**config.mk**
```make
export PLATFORM = sky130hd
export DESIGN_NAME = fetch_unit_mt
export DESIGN_NICKNAME = d
export VERILOG_FILES = /design/src/rtl/fetch_pkg.sv /design/src/rtl/fetch_regfile.sv /design/src/rtl/fetch_unit_mt.sv
export SDC_FILE = /design/constraint.sdc
export NUM_CORES = 2
export LEC_CHECK = 0
export BUFFER_PORTS_ARGS = -buffer_cell sky130_fd_sc_hd__buf_2
export CAP_MARGIN = 15
export CORE_MARGIN = 2
export CORE_UTILIZATION = 50
export DETAILED_ROUTE_END_ITERATION = 10
export PLACE_DENSITY = 0.74
export SETUP_SLACK_MARGIN = 0.1
export SLEW_MARGIN = 15
export SYNTH_ARGS = -nofsm -noshare
export SYNTH_HDL_FRONTEND = slang
export SYNTH_SLANG_ARGS = --single-unit
```
**constraint.sdc**
```tcl
create_clock -name clk -period 2.8 [get_ports clk]
set_input_delay 0.56 -clock clk [delete_from_list [all_inputs] [get_ports clk]]
set_output_delay 0.56 -clock clk [all_outputs]
set_load 0.005 [all_outputs]
```
**src/rtl/fetch_pkg.sv**
```systemverilog
// Shared definitions for the multi-thread fetch / load-store front end.
//   - fetch_state_e : FSM state encoding (IDLE, BUS, DONE)
//   - TID_W, IDX_W  : thread-id and register-index widths for the default configuration
//                     (4 threads, 16 registers per thread)
//   - is_reg_addr() : register-window decode, generic over address and index width
package fetch_pkg;

  typedef enum logic [1:0] {
    StIdle = 2'd0,
    StBus  = 2'd1,
    StDone = 2'd2
  } fetch_state_e;

  localparam int unsigned THREADS_DEF = 4;
  localparam int unsigned NREGS_DEF   = 16;
  localparam int unsigned TID_W       = $clog2(THREADS_DEF);
  localparam int unsigned IDX_W       = $clog2(NREGS_DEF);

  // Widest address the decode helper accepts; callers zero-extend into it.
  localparam int unsigned MaxAddrW = 64;

  // True when addr falls in the NREGS-aligned window starting at base. Only the bits
  // above the register index take part in the compare.
  function automatic logic is_reg_addr(input logic [MaxAddrW-1:0] addr,
                                       input logic [MaxAddrW-1:0] base,
                                       input int unsigned         idx_w);
    return (addr >> idx_w) == (base >> idx_w);
  endfunction

endpackage

```
**src/rtl/fetch_regfile.sv**
```systemverilog
// Per-thread register banks, flattened into one THREADS*NREGS entry array.
// One synchronous write port and one asynchronous read port sharing the address
// {thread, idx}; the whole array clears on asynchronous reset.
//   clk_i   : clock
//   rst_ni  : asynchronous active-low clear
//   we_i    : write enable
//   addr_i  : entry address {thread, idx}
//   wdata_i : write data
//   rdata_o : combinational read data at addr_i
module fetch_regfile #(
  parameter int unsigned DataW   = 32,
  parameter int unsigned Entries = 64
) (
  input  logic                       clk_i,
  input  logic                       rst_ni,
  input  logic                       we_i,
  input  logic [$clog2(Entries)-1:0] addr_i,
  input  logic [DataW-1:0]           wdata_i,
  output logic [DataW-1:0]           rdata_o
);

  logic [DataW-1:0] mem_q [Entries];

  always_ff @(posedge clk_i or negedge rst_ni) begin
    if (!rst_ni) begin
      for (int i = 0; i < int'(Entries); i++) begin
        mem_q[i] <= '0;
      end
    end else if (we_i) begin
      mem_q[addr_i] <= wdata_i;
    end
  end

  assign rdata_o = mem_q[addr_i];

endmodule

```
**src/rtl/fetch_unit_mt.sv**
```systemverilog
// Multi-thread fetch / load-store front end. Core requests that hit the register
// window at REG_BASE are served from a per-thread register bank in one cycle; all
// other addresses go out on the W_ bus master port with a strobe / wait-state
// handshake. The core side is a four-phase f_enable / ack handshake.
//
// Optional feature macro: FETCH_TIMEOUT_EN
//   defined   - bus transactions give up after TIMEOUT_CYC cycles without W_ACK,
//               completing with err=1 and data_o all ones
//   undefined - the bus waits indefinitely and err is tied low
//
// Ports
//   clk, rst_n             : clock, asynchronous active-low reset
//   f_enable, write_mode   : request valid (held until ack), 1 = write
//   addr, data_i, thread   : request address, write data, requesting thread
//   data_o, ack, err       : read data and completion / timeout flags
//   W_STB, W_ADDR,
//   W_DATA_O, W_WRITE      : registered bus master request
//   W_ACK, W_DATA_I        : bus completion and read data
module fetch_unit_mt
  import fetch_pkg::*;
#(
  parameter int unsigned        DATA_W      = 32,
  parameter int unsigned        ADDR_W      = 32,
  parameter int unsigned        THREADS     = 4,
  parameter int unsigned        NREGS       = 16,
  parameter logic [ADDR_W-1:0]  REG_BASE    = ADDR_W'(32'hFFFF_FFF0),
  parameter int unsigned        TIMEOUT_CYC = 255
) (
  input  logic                       clk,
  input  logic                       rst_n,
  input  logic                       f_enable,
  input  logic                       write_mode,
  input  logic [ADDR_W-1:0]          addr,
  input  logic [DATA_W-1:0]          data_i,
  input  logic [$clog2(THREADS)-1:0] thread,
  output logic [DATA_W-1:0]          data_o,
  output logic                       ack,
  output logic                       err,
  output logic                       W_STB,
  output logic [ADDR_W-1:0]          W_ADDR,
  output logic [DATA_W-1:0]          W_DATA_O,
  output logic                       W_WRITE,
  input  logic                       W_ACK,
  input  logic [DATA_W-1:0]          W_DATA_I
);

  localparam int unsigned ThreadW = $clog2(THREADS);
  localparam int unsigned IndexW  = $clog2(NREGS);

  fetch_state_e state_q, state_d;

  logic              ack_q, ack_d;
  logic [DATA_W-1:0] data_q, data_d;
  logic              stb_q, stb_d;
  logic [ADDR_W-1:0] waddr_q, waddr_d;
  logic [DATA_W-1:0] wdata_q, wdata_d;
  logic              wwrite_q, wwrite_d;

`ifdef FETCH_TIMEOUT_EN
  // Counts 0 .. TIMEOUT_CYC-1 while waiting in BUS.
  localparam int unsigned CntW = (TIMEOUT_CYC > 1) ? $clog2(TIMEOUT_CYC) : 1;
  logic [CntW-1:0] cnt_q, cnt_d;
  logic            err_q, err_d;
`endif

  logic                      is_reg;
  logic                      rf_we;
  logic [DATA_W-1:0]         rf_rdata;
  logic [ThreadW+IndexW-1:0] rf_addr;

  assign is_reg  = is_reg_addr(MaxAddrW'(addr), MaxAddrW'(REG_BASE), IndexW);
  assign rf_addr = {thread, addr[IndexW-1:0]};

  fetch_regfile #(
    .DataW   (DATA_W),
    .Entries (THREADS * NREGS)
  ) u_regfile (
    .clk_i   (clk),
    .rst_ni  (rst_n),
    .we_i    (rf_we),
    .addr_i  (rf_addr),
    .wdata_i (data_i),
    .rdata_o (rf_rdata)
  );

  always_comb begin
    state_d  = state_q;
    ack_d    = ack_q;
    data_d   = data_q;
    stb_d    = stb_q;
    waddr_d  = waddr_q;
    wdata_d  = wdata_q;
    wwrite_d = wwrite_q;
    rf_we    = 1'b0;
`ifdef FETCH_TIMEOUT_EN
    cnt_d    = cnt_q;
    err_d    = err_q;
`endif

    unique case (state_q)
      StIdle: begin
        if (f_enable) begin
          if (is_reg) begin
            if (write_mode) begin
              rf_we = 1'b1;
            end else begin
              data_d = rf_rdata;
            end
            ack_d   = 1'b1;
            state_d = StDone;
          end else begin
            // Request is captured here; the core may change its inputs afterwards.
            stb_d    = 1'b1;
            waddr_d  = addr;
            wdata_d  = data_i;
            wwrite_d = write_mode;
`ifdef FETCH_TIMEOUT_EN
            cnt_d    = '0;
`endif
            state_d  = StBus;
          end
        end
      end

      StBus: begin
        if (W_ACK) begin
          stb_d = 1'b0;
          if (!wwrite_q) begin
            data_d = W_DATA_I;
          end
          ack_d   = 1'b1;
          state_d = StDone;
        end
`ifdef FETCH_TIMEOUT_EN
        else if (cnt_q == CntW'(TIMEOUT_CYC - 1)) begin
          stb_d   = 1'b0;
          ack_d   = 1'b1;
          err_d   = 1'b1;
          data_d  = '1;
          state_d = StDone;
        end else begin
          cnt_d = cnt_q + 1'b1;
        end
`endif
      end

      StDone: begin
        // A new request is only accepted after f_enable has been seen low.
        if (!f_enable) begin
          ack_d   = 1'b0;
`ifdef FETCH_TIMEOUT_EN
          err_d   = 1'b0;
`endif
          state_d = StIdle;
        end
      end

      default: begin
        state_d = StIdle;
      end
    endcase
  end

  always_ff @(posedge clk or negedge rst_n) begin
    if (!rst_n) begin
      state_q  <= StIdle;
      ack_q    <= 1'b0;
      data_q   <= '0;
      stb_q    <= 1'b0;
      waddr_q  <= '0;
      wdata_q  <= '0;
      wwrite_q <= 1'b0;
`ifdef FETCH_TIMEOUT_EN
      cnt_q    <= '0;
      err_q    <= 1'b0;
`endif
    end else begin
      state_q  <= state_d;
      ack_q    <= ack_d;
      data_q   <= data_d;
      stb_q    <= stb_d;
      waddr_q  <= waddr_d;
      wdata_q  <= wdata_d;
      wwrite_q <= wwrite_d;
`ifdef FETCH_TIMEOUT_EN
      cnt_q    <= cnt_d;
      err_q    <= err_d;
`endif
    end
  end

  assign data_o   = data_q;
  assign ack      = ack_q;
  assign W_STB    = stb_q;
  assign W_ADDR   = waddr_q;
  assign W_DATA_O = wdata_q;
  assign W_WRITE  = wwrite_q;
`ifdef FETCH_TIMEOUT_EN
  assign err      = err_q;
`else
  assign err      = 1'b0;
`endif

endmodule
```
==> out/metrics.cfg <==
[timing]
report.final.slew_viol_count = 0
worstMarginPinSlew_ps = 1040
fin_crit_sh_pct = 97.0
hold_viol = 0
fin_setup_tns_ps = 0
setup_slack_ps = 84.2
max_slew_margin_pct = 29.7
final-setup-viol-count = 0
period_needed_ps = 2720
rsz0062_at_grt = no
whs_ps = 50.1
fmax_ghz = 0.368
skew_ps = 52.1

[yosys]
synthCells = 6865
ys_top_cells_by_area = dfrtp_1 55%, mux2_2 26%, mux4_2 3.8%
yosysTopAreaCell = dfrtp_1
synth.most_common_cell = mux2_2
ys_seq_elements = 2149
ys_seq_area_share_pct = 55.4
synthArstFlopShare_pct = 100
ys_warn_count = 0
synth_flop_cell = dfrtp_1
ys_types = 66
synth_edf_count = 0
synth_top_area_share_pct = 55.4
yosys-top-cells-count = 2216 x mux2_2, 2149 x dfrtp_1, 375 x clkbuf_1
syn_area_mm2 = 0.0971
syn_area_per_cell_um2 = 14.2
synth_nets = 6968

[detailed_routing]
totalWireLength_mm = 316
met3_length_mm = 29.4
ant_nets = 0
wl_per_cell_um = 31.1
drc = 0
vias_per_cell = 6.55
top_layer_used = met5
dr_wl_met2_mm = 143
wl_met1_mm = 123
drtIter0Drc = 7386
vias = 66400
dr.pass1.iters = 6

[power_and_ir_drop]
powerDensity_mw_per_mm2 = 595
p_leak_nw = 57.7
vdd_drop_max_v = 0.000665

[clock_tree]
numCtsBuffers = 216
clockBufferDepth = 3
clkSlewWorstSetupHoldPaths_ps = 60
clkSinkCount = 2149
clk_latency_ps = 890
cts-root-buf = clkbuf_16
htreeDepth = 4
cts_tree = built

[setup_path]
worstPathArrival_ps = 3480
worstSetupStartpointType = input port
crit_chain = dlygate4sd3_1, buf_2, nand4_1, nor4_4, buf_4, nand4_1, buf_4, a221o_1, a2111oi_4, buf_4, a21oi_1
cpMaxStageDelayCell = dlygate4sd3_1
max_stage_delay_ps = 570
crit_buf_inv = 5
worst-path-max-fanout = 6
cp_common_cell = buf_4
crit_family = buffers and inverters
end_kind = flop
critical_path_class = in -> reg
required_ps = 3570

[floorplanning]
fp.dieW_um = 445
num_io_pins = 203
fp-row-count = 161
die_h_um = 445
initial_core_util_pct = 50.4
coreArea_mm2 = 0.193
fp.dieArea_mm2 = 0.198

[global_route]
first_global_vias = 68800
grt_pass1_wl_mm = 465
antenna_found_initial = 17
grt_use_total_pct = 31.7
grt_overflow = 0
grt_max_degree = 112

[placement]
post-place-ws_ps = -767
gp_congestion = 0.948
dp_hpwl_mm = 208
portBuffers = 201

[hold_path]
hold_path_class = in -> reg

[final_layout]
num-fill-cells = 14100
nets = 7541
drive_above_1_share_pct = 50.7
syn_to_final_growth_pct = 18.9
fin_util_pct = 59.9

[run_status]
outcome = completed

[flow_run]
cap_violations = 0

[worst paths after layout]
check,endpoint,cells past startpoint,slack [ps],from
min in group asynchronous,u_regfile.mem_q[365]$_DFFE_PN0P_,2,340,rst_n
worst min-delay path,data_o[0]$_DFFE_PN0P_,4,50,W_DATA_I[0]
max in group asynchronous,u_regfile.mem_q[1625]$_DFFE_PN0P_,4,1220,rst_n
worst max-delay path,data_o[29]$_DFFE_PN0P_,11,80,addr[14]
worst min register to register,u_regfile.mem_q[619]$_DFFE_PN0P_,1,500,u_regfile.mem_q[619]$_DFFE_PN0P_
worst max register to register,u_regfile.mem_q[1926]$_DFFE_PN0P_,8,100,state_q[0]$_DFFE_PN0P_
[area by class of cell]
class	instances	area, um2	area share [%]
antenna	8	20.0	0.0173
multi-input combinational	4000	40600	35.1
timing repair buffer	1062	10600	9.19
clock buffer	332	6510	5.64
tap	2526	3160	2.74
sequential	2149	53800	46.6
inverter	9	41.3	0.0357
clock inverter	55	797	0.690
[per-stage QoR]
step	std cells	cell area, um2	total power (W)
floorplan	6865	97100	0.0352
global placement	9713	108000	0.0393
detailed placement	9713	108000	0.0394
CTS	10100	115000	0.0689
global route	10100	115000	0.0706
finish	10100	116000	0.0687
[repair_timing]
action	4_1_cts	5_1_grt
gates resized for setup	6	12
pin swaps	0	1
setup buffers	0	1
setup endpoints to repair	566	92
hold buffers	32	0
endpoints found under the hold margin	49	0
[kinds of logic after synthesis]
family / count (synthesis) / synth area share, %
simple gates: 464 / 2.29
compound gates: 843 / 6.41
other cells: 1 / 0.00386
mux: 2692 / 32.7
flops: 2149 / 55.4
buf+inv: 716 / 3.22
[state kept, by name, summed over array words and instances, names as in the netlist]
signal / flops
W_ADDR: 32
W_DATA_O: 32
W_STB: 1
W_WRITE: 1
ack: 1
data_o: 32
state_q: 2
u_regfile.mem_q: 2048
[metal layers]
| layer | vias to the layer above | global-route usage [%] |
|---|---|---|
| li1 | 26600 | - |
| met1 | 35300 | 41.4 |
| met2 | 3444 | 48.3 |
| met3 | 983 | 7.90 |
| met4 | 16 | 18.3 |
| met5 | - | 0 |
[placed cells by master, fill, tap and decap left out, types with 60 or more instances in the layout]
cell	synthesis	routed
buf_2	270	196
nand2_2	0	60
a22oi_1	152	151
nor2_1	132	126
buf_4	27	589
o22ai_1	93	93
dfrtp_1	2149	2149
a221oi_1	243	243
mux2_2	2216	2216
buf_12	0	242
clkbuf_8	0	66
o21ai_0	94	94
nand2_1	150	90
clkbuf_16	0	217
mux4_2	165	165
a21oi_1	88	88
mux2i_1	305	304
[worst min-delay path: cells and delay by family]
family                 cells  cell delay (ps)
AOI/OAI and AO/OA          1              110
and+or+nand+nor            1               90
buffers and inverters      1               70
muxes                      1               60
[report_power, final]
group          switching (W)  total (W)  leakage [nW]  internal (W)
Clock                 0.0127     0.0297          3.57        0.0170
Combinational        0.00419    0.00686          24.3       0.00266
Sequential          0.000451     0.0322          29.8        0.0317
Total                 0.0173     0.0687          57.7        0.0514
No activity file was read; power rests on OpenSTA's default activity.
